$ cat config.mk
export PLATFORM = sky130hd
export DESIGN_NAME = wb_result_stage
export DESIGN_NICKNAME = d
export VERILOG_FILES = /design/src/rtl/wb_result_stage.sv
export SDC_FILE = /design/constraint.sdc
export NUM_CORES = 1
export LEC_CHECK = 0
export ABC_AREA = 1
export BUFFER_PORTS_ARGS = -buffer_cell sky130_fd_sc_hd__buf_2
export CAP_MARGIN = 20
export CORE_MARGIN = 2
export CORE_UTILIZATION = 50
export CTS_CLUSTER_DIAMETER = 100
export CTS_CLUSTER_SIZE = 24
export DETAILED_ROUTE_END_ITERATION = 6
export PLACE_DENSITY_LB_ADDON = 0.15
export SLEW_MARGIN = 40
export SYNTH_ARGS = -nofsm -noshare
export SYNTH_HDL_FRONTEND = slang
export SYNTH_SLANG_ARGS = --single-unit
$ cat constraint.sdc
create_clock -name clk -period 2.1 [get_ports clk]
set_input_delay 0.105 -clock clk [delete_from_list [all_inputs] [get_ports clk]]
set_output_delay 0.105 -clock clk [all_outputs]
set_load 0.005 [all_outputs]
$ cat src/rtl/wb_result_stage.sv
// Write-back result stage: formats the completed value and hands it
// to the register file through a registered valid/ready output.
//
// Ports:
//   clk, rst            - clock, synchronous active-high reset
//   in_valid/in_ready   - upstream handshake (in_ready = skid empty)
//   wb_sel              - 0 ALU, 1 load, 2 PC+4, 3 immediate
//   alu_result, load_data, addr_low, funct3, pc, immediate
//                       - value sources and load formatting controls
//   reg_write, rd       - destination write request and index
//   wb_valid/wb_ready   - register-file handshake
//   wb_we, wb_rd, wb_data
//                       - presented write-back entry
//   instret             - retired-instruction counter
module wb_result_stage #(
   parameter int XLEN  = 32,
   parameter int CNT_W = 64
) (
   input  logic             clk,
   input  logic             rst,
   input  logic             in_valid,
   output logic             in_ready,
   input  logic [1:0]       wb_sel,
   input  logic [XLEN-1:0]  alu_result,
   input  logic [XLEN-1:0]  load_data,
   input  logic [1:0]       addr_low,
   input  logic [2:0]       funct3,
   input  logic [XLEN-1:0]  pc,
   input  logic [XLEN-1:0]  immediate,
   input  logic             reg_write,
   input  logic [4:0]       rd,
   output logic             wb_valid,
   input  logic             wb_ready,
   output logic             wb_we,
   output logic [4:0]       wb_rd,
   output logic [XLEN-1:0]  wb_data,
   output logic [CNT_W-1:0] instret
);

   logic [7:0]      ld_b;
   logic [15:0]     ld_h;
   logic [XLEN-1:0] ld_val;
   logic [XLEN-1:0] fmt_data;
   logic            fmt_we;

   logic            out_valid_q, out_valid_d;
   logic            out_we_q, out_we_d;
   logic [4:0]      out_rd_q, out_rd_d;
   logic [XLEN-1:0] out_data_q, out_data_d;

   logic            skid_valid_q, skid_valid_d;
   logic            skid_we_q, skid_we_d;
   logic [4:0]      skid_rd_q, skid_rd_d;
   logic [XLEN-1:0] skid_data_q, skid_data_d;

   logic             in_ready_q, in_ready_d;
   logic [CNT_W-1:0] instret_q, instret_d;

   logic accept;
   logic retire;
   logic out_free;

   assign ld_b = load_data[{addr_low, 3'b000} +: 8];
   assign ld_h = load_data[{addr_low[1], 4'b0000} +: 16];

   always_comb begin
      ld_val = load_data;
      case (funct3)
         3'b000:  ld_val = {{(XLEN-8){ld_b[7]}}, ld_b};
         3'b001:  ld_val = {{(XLEN-16){ld_h[15]}}, ld_h};
         3'b100:  ld_val = {{(XLEN-8){1'b0}}, ld_b};
         3'b101:  ld_val = {{(XLEN-16){1'b0}}, ld_h};
         default: ld_val = load_data;
      endcase
   end

   always_comb begin
      fmt_data = alu_result;
      unique case (wb_sel)
         2'd0: fmt_data = alu_result;
         2'd1: fmt_data = ld_val;
         2'd2: fmt_data = pc + XLEN'(4);
         2'd3: fmt_data = immediate;
      endcase
   end

   assign fmt_we = reg_write && (rd != 5'd0);

   assign accept   = in_valid && in_ready_q;
   assign retire   = out_valid_q && wb_ready;
   assign out_free = !out_valid_q || retire;

   // Skid is drained before new input so entries retire in order.
   // Accept only happens with the skid empty, so the two never collide.
   always_comb begin
      out_valid_d  = out_valid_q;
      out_we_d     = out_we_q;
      out_rd_d     = out_rd_q;
      out_data_d   = out_data_q;
      skid_valid_d = skid_valid_q;
      skid_we_d    = skid_we_q;
      skid_rd_d    = skid_rd_q;
      skid_data_d  = skid_data_q;
      if (out_free) begin
         if (skid_valid_q) begin
            out_valid_d  = 1'b1;
            out_we_d     = skid_we_q;
            out_rd_d     = skid_rd_q;
            out_data_d   = skid_data_q;
            skid_valid_d = 1'b0;
         end else if (accept) begin
            out_valid_d = 1'b1;
            out_we_d    = fmt_we;
            out_rd_d    = rd;
            out_data_d  = fmt_data;
         end else begin
            out_valid_d = 1'b0;
         end
      end else if (accept) begin
         skid_valid_d = 1'b1;
         skid_we_d    = fmt_we;
         skid_rd_d    = rd;
         skid_data_d  = fmt_data;
      end
      in_ready_d = !skid_valid_d;
      instret_d  = instret_q + CNT_W'(retire);
   end

   always_ff @(posedge clk) begin
      if (rst) begin
         out_valid_q  <= 1'b0;
         out_we_q     <= 1'b0;
         out_rd_q     <= '0;
         out_data_q   <= '0;
         skid_valid_q <= 1'b0;
         skid_we_q    <= 1'b0;
         skid_rd_q    <= '0;
         skid_data_q  <= '0;
         in_ready_q   <= 1'b1;
         instret_q    <= '0;
      end else begin
         out_valid_q  <= out_valid_d;
         out_we_q     <= out_we_d;
         out_rd_q     <= out_rd_d;
         out_data_q   <= out_data_d;
         skid_valid_q <= skid_valid_d;
         skid_we_q    <= skid_we_d;
         skid_rd_q    <= skid_rd_d;
         skid_data_q  <= skid_data_d;
         in_ready_q   <= in_ready_d;
         instret_q    <= instret_d;
      end
   end

   assign in_ready = in_ready_q;
   assign wb_valid = out_valid_q;
   assign wb_we    = out_we_q;
   assign wb_rd    = out_rd_q;
   assign wb_data  = out_data_q;
   assign instret  = instret_q;

endmodule

Yosys cells after proc, flatten, opt, wreduce, memory -nomap -nowiden --
Cells that the tools add are included.
Cells by class: $add $sub $neg 2, eq/ne operators 6, shift-type cells 2, muxes and demuxes 12, bitwise operators 1, reduce and logical (&&, ||, !) cells 12
Operators by type and width (number):
- one-hot mux 32 bit (4 select lines) | 2
- adder 64 x 1 -> 64 bit | 1
- 2-to-1 mux 32 bit | 2
- adder 32 x 3 -> 32 bit, second input constant | 1
- variable part select 32 x 6 -> 16 bit | 1
- variable part select 32 x 6 -> 8 bit | 1
- 2-to-1 mux 5 bit | 2
- equality test 3 bit, second input constant | 2
- 2-to-1 mux 1 bit | 6
- nonzero test 5 bit | 1
- equality test 2 bit, second input constant | 2
- AND reduction 2 bit | 2
- equality test 3 x 1 -> 1 bit, second input constant | 1
- logical AND 1 bit | 3
- logical NOT 3 bit | 1
- equality test 2 x 1 -> 1 bit, second input constant | 1
- logical NOT 1 bit | 2
- logical NOT 2 bit | 1
- nonzero test 2 bit | 1
- logical OR 1 bit | 1
- inverter 1 bit | 1
Storage, ports and cells: register bits 143, output and inout bits 104

Depth between registers and ports, before layout --
Gate-level depths: netlist of the first run.
depth in word-level cells 5, gate-level depth with buffers 14

Least setup slack after synthesis of the first run --
No wires, ideal clock.
kind reg2reg, start point register out_valid_q (netlist: wb_valid), end point register instret_q[26] (netlist: instret[26]), library setup time 119 ps, data arrival time 1862 ps, required time 1981 ps, slack 119 ps, stages on the path, launching flop included 14, buffers on the path 0, clock period less this slack 1981 ps, cells stage by stage dfxtp_1 > nand2_1 > inv_1 > ha_1 > ha_1 > nand2_2 > nor2_4 > nand2_1 > nor2_4 > nand3_1 > nor3b_2 > nand2_1 > o21ai_0 > a21oi_1
Between the ends: word-level cells in the longest chain between the ends 2
RTL lines:
- from (decl) | RTL line 46 | logic out_valid_q, out_valid_d;
- from (signal assigned) | RTL line 142 | out_valid_q <= out_valid_d;
- logical AND 1 bit | RTL line 90 | assign retire = out_valid_q && wb_ready;
- adder 64 x 1 -> 64 bit | RTL line 126 | instret_d = instret_q + CNT_W'(retire);
- to (signal assigned) | RTL line 151 | instret_q <= instret_d;
- to (decl) | RTL line 57 | logic [CNT_W-1:0] instret_q, instret_d;
No other way between the ends. A chain may end at the register's enable or synchronous reset.

Worst setup path in the final report of the first run --
start point register out_valid_q (netlist: wb_valid), end point register instret_q[42] (netlist: instret[42])
The elaborated chain is that of the path after synthesis.

==> metrics.cfg, run 1 <==
[drt]
wl_per_cell_um = 17.2
drc_errors = 0
drtIter0Drc = 1079
vias = 11300
antenna_left = 0
via_per_inst = 5.52
route.final.wire_length_um = 35200
firstDrtPassIters = 6

[clock_tree]
clockBufferDepth = 2
clkTransAtPathRegs_ps = 70
htreeDepth = 4
cts_tree = done
clk-insertion-delay-late_ps = 430
cts_num_sinks = 143
root_buffer = clkbuf_16
cts_made_buffers = 17

[floorplan]
start_util = 0.509
fp.coreArea_mm2 = 0.0180
die-width_um = 139
die_height_um = 139
dieArea_mm2 = 0.0194
boundaryPins = 249
num_rows = 49

[critical_path]
crit_start = wb_valid
worstSetupStartpointType = register
rr_startpoint = wb_valid
timing.rr.end = instret[42]
crit_type = register to register
endpoint = instret[42]
worstPathArrival_ps = 2350
end_kind = register
reg2reg_depth = 14
cp_max_fo = 4
cp_data_required_time_ps = 2400
reg2reg_slack_ps = 50

[logic_synthesis]
synth.distinct_cells = 47
synth.top_cell.area_share = 0.313
syn_area_mm2 = 0.00914
synthArstFlopShare = 0
synth_nets = 1675
synth_ff_type = dfxtp_1
avgSynthCellArea_um2 = 5.98
ys_top_cells_by_area = dfxtp_1 (31%), nand2_1 (17%), nor2_1 (10%)
synth-edff-count = 0
yosysTopAreaCell = dfxtp_1
syn_inst = 1527
yosysWarnings = 0
synth_most_common_cell = nand2_1
seq_area_frac_synth = 0.313
ys_ff_latch = 143
synth_commonest_cells = nand2_1 (424), nor2_1 (247), dfxtp_1 (143)

[global_routing]
grt_first_pass_wirelength_um = 55400
grt_usage = 0.361
grt-ovfl-total = 0
grt_pass1_vias = 10400
grt_max_degree = 90
antenna_found_initial = 2

[layout]
fin_cells = 2052
fin_nets = 1957
area_delta_synth_final_pct = 28.7
drive_gt1_frac = 0.234

[min_path]
min-delay-path-class = input pin to register
holdPathStages = 3
min_from = alu_result[11]

[timing]
finClkSkew_ps = 14.7
setup_viol = 0
worstMarginPinSlew_ps = 786
min_period_over_period = 0.977
fmax_mhz = 487
slew_headroom = 0.475
finalHoldViolCount = 0
finalMaxSlewViolations = 0
period_minus_slack_ps = 2050

[placed_design]
io_buffers = 248
gp_congestion = 1.03
dp_hpwl_um = 27900
dp.cells = 2010

[flow_run]
drv_cap = 0

[run_status]
status = completed

[pwr]
power_density_mw_per_mm2 = 601
total_leakage_power_uw = 0.00549
ir_drop_uv = 676
power_uw = 7070

[metal layers]
layer	vias up	track usage	routed length (µm)
li1	5566	-	-
met1	5178	0.490	15200
met2	514	0.565	15700
met3	74	0.0887	3280
met4	2	0.122	1020
met5	-	0	13
[state kept, by name, indices dropped and copies added, names as in the netlist]
register	cells
instret	64
skid_data_q	32
wb_data	32
skid_rd_q	5
wb_rd	5
in_ready	1
skid_valid_q	1
skid_we_q	1
wb_valid	1
wb_we	1
[per-stage QoR]
step	util	area, µm²	setup TNS [ps]	hold slack (ps)	setup slack (ps)
6_report	0.654	11800	0	22.3	48.2
5_1_grt	0.654	11800	-48.8	27.3	-32.6
4_1_cts	0.649	11700	-0.300	5.30	-0.300
3_5_place_dp	0.611	11000	-23.7	373	-9.94
3_3_place_gp	0.611	11000	0	370	52.8
2_1_floorplan	-	9140	0	240	119
[cells in the final DEF, fill, tap and decap left out, types with 3 or more instances in the layout]
cell	count
nand2_1	419
buf_2	248
nor2_1	241
dfxtp_1	142
inv_1	138
a21oi_1	127
nand3_1	89
o21ai_0	81
buf_4	60
nand4_1	49
or2_2	29
nor3_1	28
clkbuf_16	17
o211ai_1	13
nor2_2	12
inv_6	9
inv_2	8
nand2_2	8
a41oi_1	7
a21boi_1	6
o21bai_1	6
a31oi_1	6
xor2_1	6
nor4_1	6
dlygate4sd3_1	6
nor2_4	5
or2_0	5
buf_12	5
nand2_4	4
o21a_1	4
nand3b_1	3
nor3_2	3
nor4_2	3
[kinds of logic after synthesis]
logic type	synth area share
adders and majority gates	0.00411
DFF	0.313
AOI/OAI and AO/OA	0.155
and+or+nand+nor	0.435
xor gates and xnor gates	0.00767
buffers and inverters	0.0852
[report_power, final]
part | internal [µW] | switching [µW] | leakage [µW]
logic | 401 | 655 | 0.00403
clock network | 1830 | 1320 | 0.000296
registers | 2810 | 53.1 | 0.00116
[critical path, cell delays in order, from the launching register on]
cell and delay, ps:
dfxtp_2 360, nand2_4 70, inv_2 70, ha_4 140, ha_4 140, nand2_4 60
nor2_4 190, nand2_2 90, nor2_2 120, nand2_2 70, nor2_4 150, nand3_4 140
nor2_4 170, nand2_1 50, nor3b_1 130
[worst min-delay path by stage]
stage                            to  slack [ps]
floorplan              skid_rd_q[0]         240
global placement       skid_rd_q[3]         370
detailed placement        skid_we_q         370
CTS                 skid_data_q[11]           5
global route        skid_data_q[11]          30
finish              skid_data_q[11]          20
[what timing repair did]
action	CTS	global route
endpoints found under the setup margin	6	23
pin swaps	0	9
hold buffers	6	0
setup buffers	0	3
endpoints found under the hold margin	12	0
gates resized for setup	5	19
[area by class of cell]
| cell class | instances | area, µm² |
|---|---|---|
| repair buffers | 319 | 1850 |
| multi-input cells | 1182 | 5600 |
| flip-flops and latches | 143 | 2860 |
| clock inverters | 14 | 166 |
| clock buffers | 18 | 439 |
| diodes | 1 | 2.50 |
| inverters | 146 | 548 |
| fillers | 1757 | 6210 |
| well taps | 229 | 287 |
Power figures use the tool's default switching activity.
==> inputs of run 2 (changes only) <==
Settings changed: CORE_ASPECT_RATIO set to 0.9, CORE_MARGIN 2 to 8.
==> run 2 against run 1 <==
Final cell count increased by 1.2%. Fmax increased by 1.4%. Sequential power about the same. Clock power decreased by 6%. Utilization decreased by 0.44 points. Critical path type unchanged. Highest routed layer unchanged.
==> metrics.cfg, run 2 (same netlist as run 1, synthesis figures left out) <==
[timing]
finalMaxSlewViolations = 0
finalHoldViolCount = 0
min_period_over_period = 0.964
period_minus_slack_ps = 2020
holdWs_ps = 28.3
slew_headroom = 0.557
fmax_mhz = 494
finClkSkew_ps = 11.5
worst_slack_ps = 76.0
setup_viol = 0
worstMarginPinSlew_ps = 658

[clock_tree]
clockBufferDepth = 2
root_buffer = clkbuf_16
htreeDepth = 4
clk-insertion-delay-late_ps = 430
clkTransAtPathRegs_ps = 70
cts_tree = done
cts_num_sinks = 143
cts_made_buffers = 17

[critical_path]
worstSetupStartpointType = register
cp_top_family = simple AND/OR/NAND/NOR gates
crit_type = register to register
cp_data_required_time_ps = 2410
end_kind = register
crit_start = wb_valid
critical_path.slowest_cell = dfxtp_2
crit_chain = nand2_2, inv_2, ha_4, ha_4, nand2_4, nor2_4, nand2_2, nor2_1, nand2_1, nor2_4, nand3_4, nor2_4, nand2_1, nor3b_2
worstPathArrival_ps = 2330
cpPeakStageDelay_ps = 340
cp_max_fo = 4
rr_startpoint = wb_valid
path_common_cell = nor2_4
cp.buffers_inverters = 1

[global_routing]
grt_max_degree = 90
grt_first_pass_wirelength_um = 57100
grt-ovfl-total = 0
antenna_found_initial = 0
grt_usage = 0.323
grt_pass1_vias = 10700

[drt]
firstDrtPassIters = 7
wl_per_cell_um = 17.8
via_per_inst = 5.49
drtIter0Drc = 1113
antenna_left = 0
drc_errors = 0
route.final.wire_length_um = 36900
vias = 11400

[min_path]
min-delay-path-class = input pin to register
min_from = alu_result[7]

[floorplan]
die_height_um = 144
die-width_um = 158
num_rows = 47
boundaryPins = 249
fp.coreArea_mm2 = 0.0182
start_util = 0.503
dieArea_mm2 = 0.0229

[placed_design]
place_ws_ps = -4.69
gp_congestion = 1.00
dp.cells = 2034
placed_area_mm2 = 0.0111
io_buffers = 248
dp_hpwl_um = 29300

[flow_run]
drv_cap = 0

[pwr]
power_uw = 6880
power_density_mw_per_mm2 = 583
total_leakage_power_uw = 0.00552
ir_drop_uv = 624

[layout]
fin_area_mm2 = 0.0118
n_antenna_cell = 0
final_cell_mix = nand2_1 (421), buf_2 (248), nor2_1 (242)
drive_gt1_frac = 0.238
area_delta_synth_final_pct = 29.3
fin_nets = 1966
layout_commonest_cell = nand2_1
fin_cells = 2076
largest_reg_flops = 64

[run_status]
status = completed

[run 2: cell count changes in the layout (fill, tap and decap cells not counted), moves of 2 or more]
cell and change:
nand2_1 +2, inv_8 +3, bufinv_16 -2, buf_4 +9, inv_6 -2
[run 2: timing repair]
action                                  CTS  global route
setup buffers                             1             3
cloned                                    0             0
hold buffers                              6             0
endpoints found under the setup margin    2            15
resized for setup                         3            20
hold endpoints to repair                 12             0
pin swaps                                 1             9
[run 2: cell type report]
cell class / instances / area (µm²)
tap: 245 / 307
multi-input combinational: 1182 / 5590
clock inverter: 14 / 139
timing repair buffer: 328 / 1920
clock buffer: 18 / 439
sequential: 143 / 2860
fill: 1832 / 6360
inverter: 146 / 548
[run 2: final timing paths]
| check | endpoint | depth (start not counted) | slack, ps |
|---|---|---|---|
| setup reg to reg | instret[42] | 14 | 80 |
| hold / removal | skid_data_q[7] | 3 | 30 |
| setup / recovery | instret[42] | 14 | 80 |
| hold reg to reg | wb_data[12] | 2 | 460 |
[run 2: worst register-to-register path: stages, from the launching register on]
cell and delay, ps:
dfxtp_2 340, nand2_2 50, inv_2 60, ha_4 140, ha_4 140, nand2_4 60, nor2_4 180, nand2_2 90
nor2_1 110, nand2_1 100, nor2_4 160, nand3_4 120, nor2_4 160, nand2_1 60, nor3b_2 150
[run 2: metal layers]
| layer | vias up | wire length [µm] | global-route usage |
|---|---|---|---|
| met5 | - | 96 | 0.0332 |
| li1 | 5573 | - | - |
| met3 | 66 | 4040 | 0.0992 |
| met1 | 5189 | 16400 | 0.439 |
| met4 | 2 | 941 | 0.109 |
| met2 | 573 | 15400 | 0.471 |
[run 2: report_power, final]
part | internal (µW) | switching [µW]
Combinational | 403 | 653
Sequential | 2810 | 55.8
Clock | 1610 | 1350
Total | 4820 | 2060
[run 2: per-stage QoR]
| step | TNS, ps | utilization |
|---|---|---|
| floorplan | 0 | - |
| global placement | 0 | 0.608 |
| detailed placement | -9.09 | 0.608 |
| CTS | -10.3 | 0.644 |
| global route | -57.4 | 0.650 |
| finish | 0 | 0.650 |
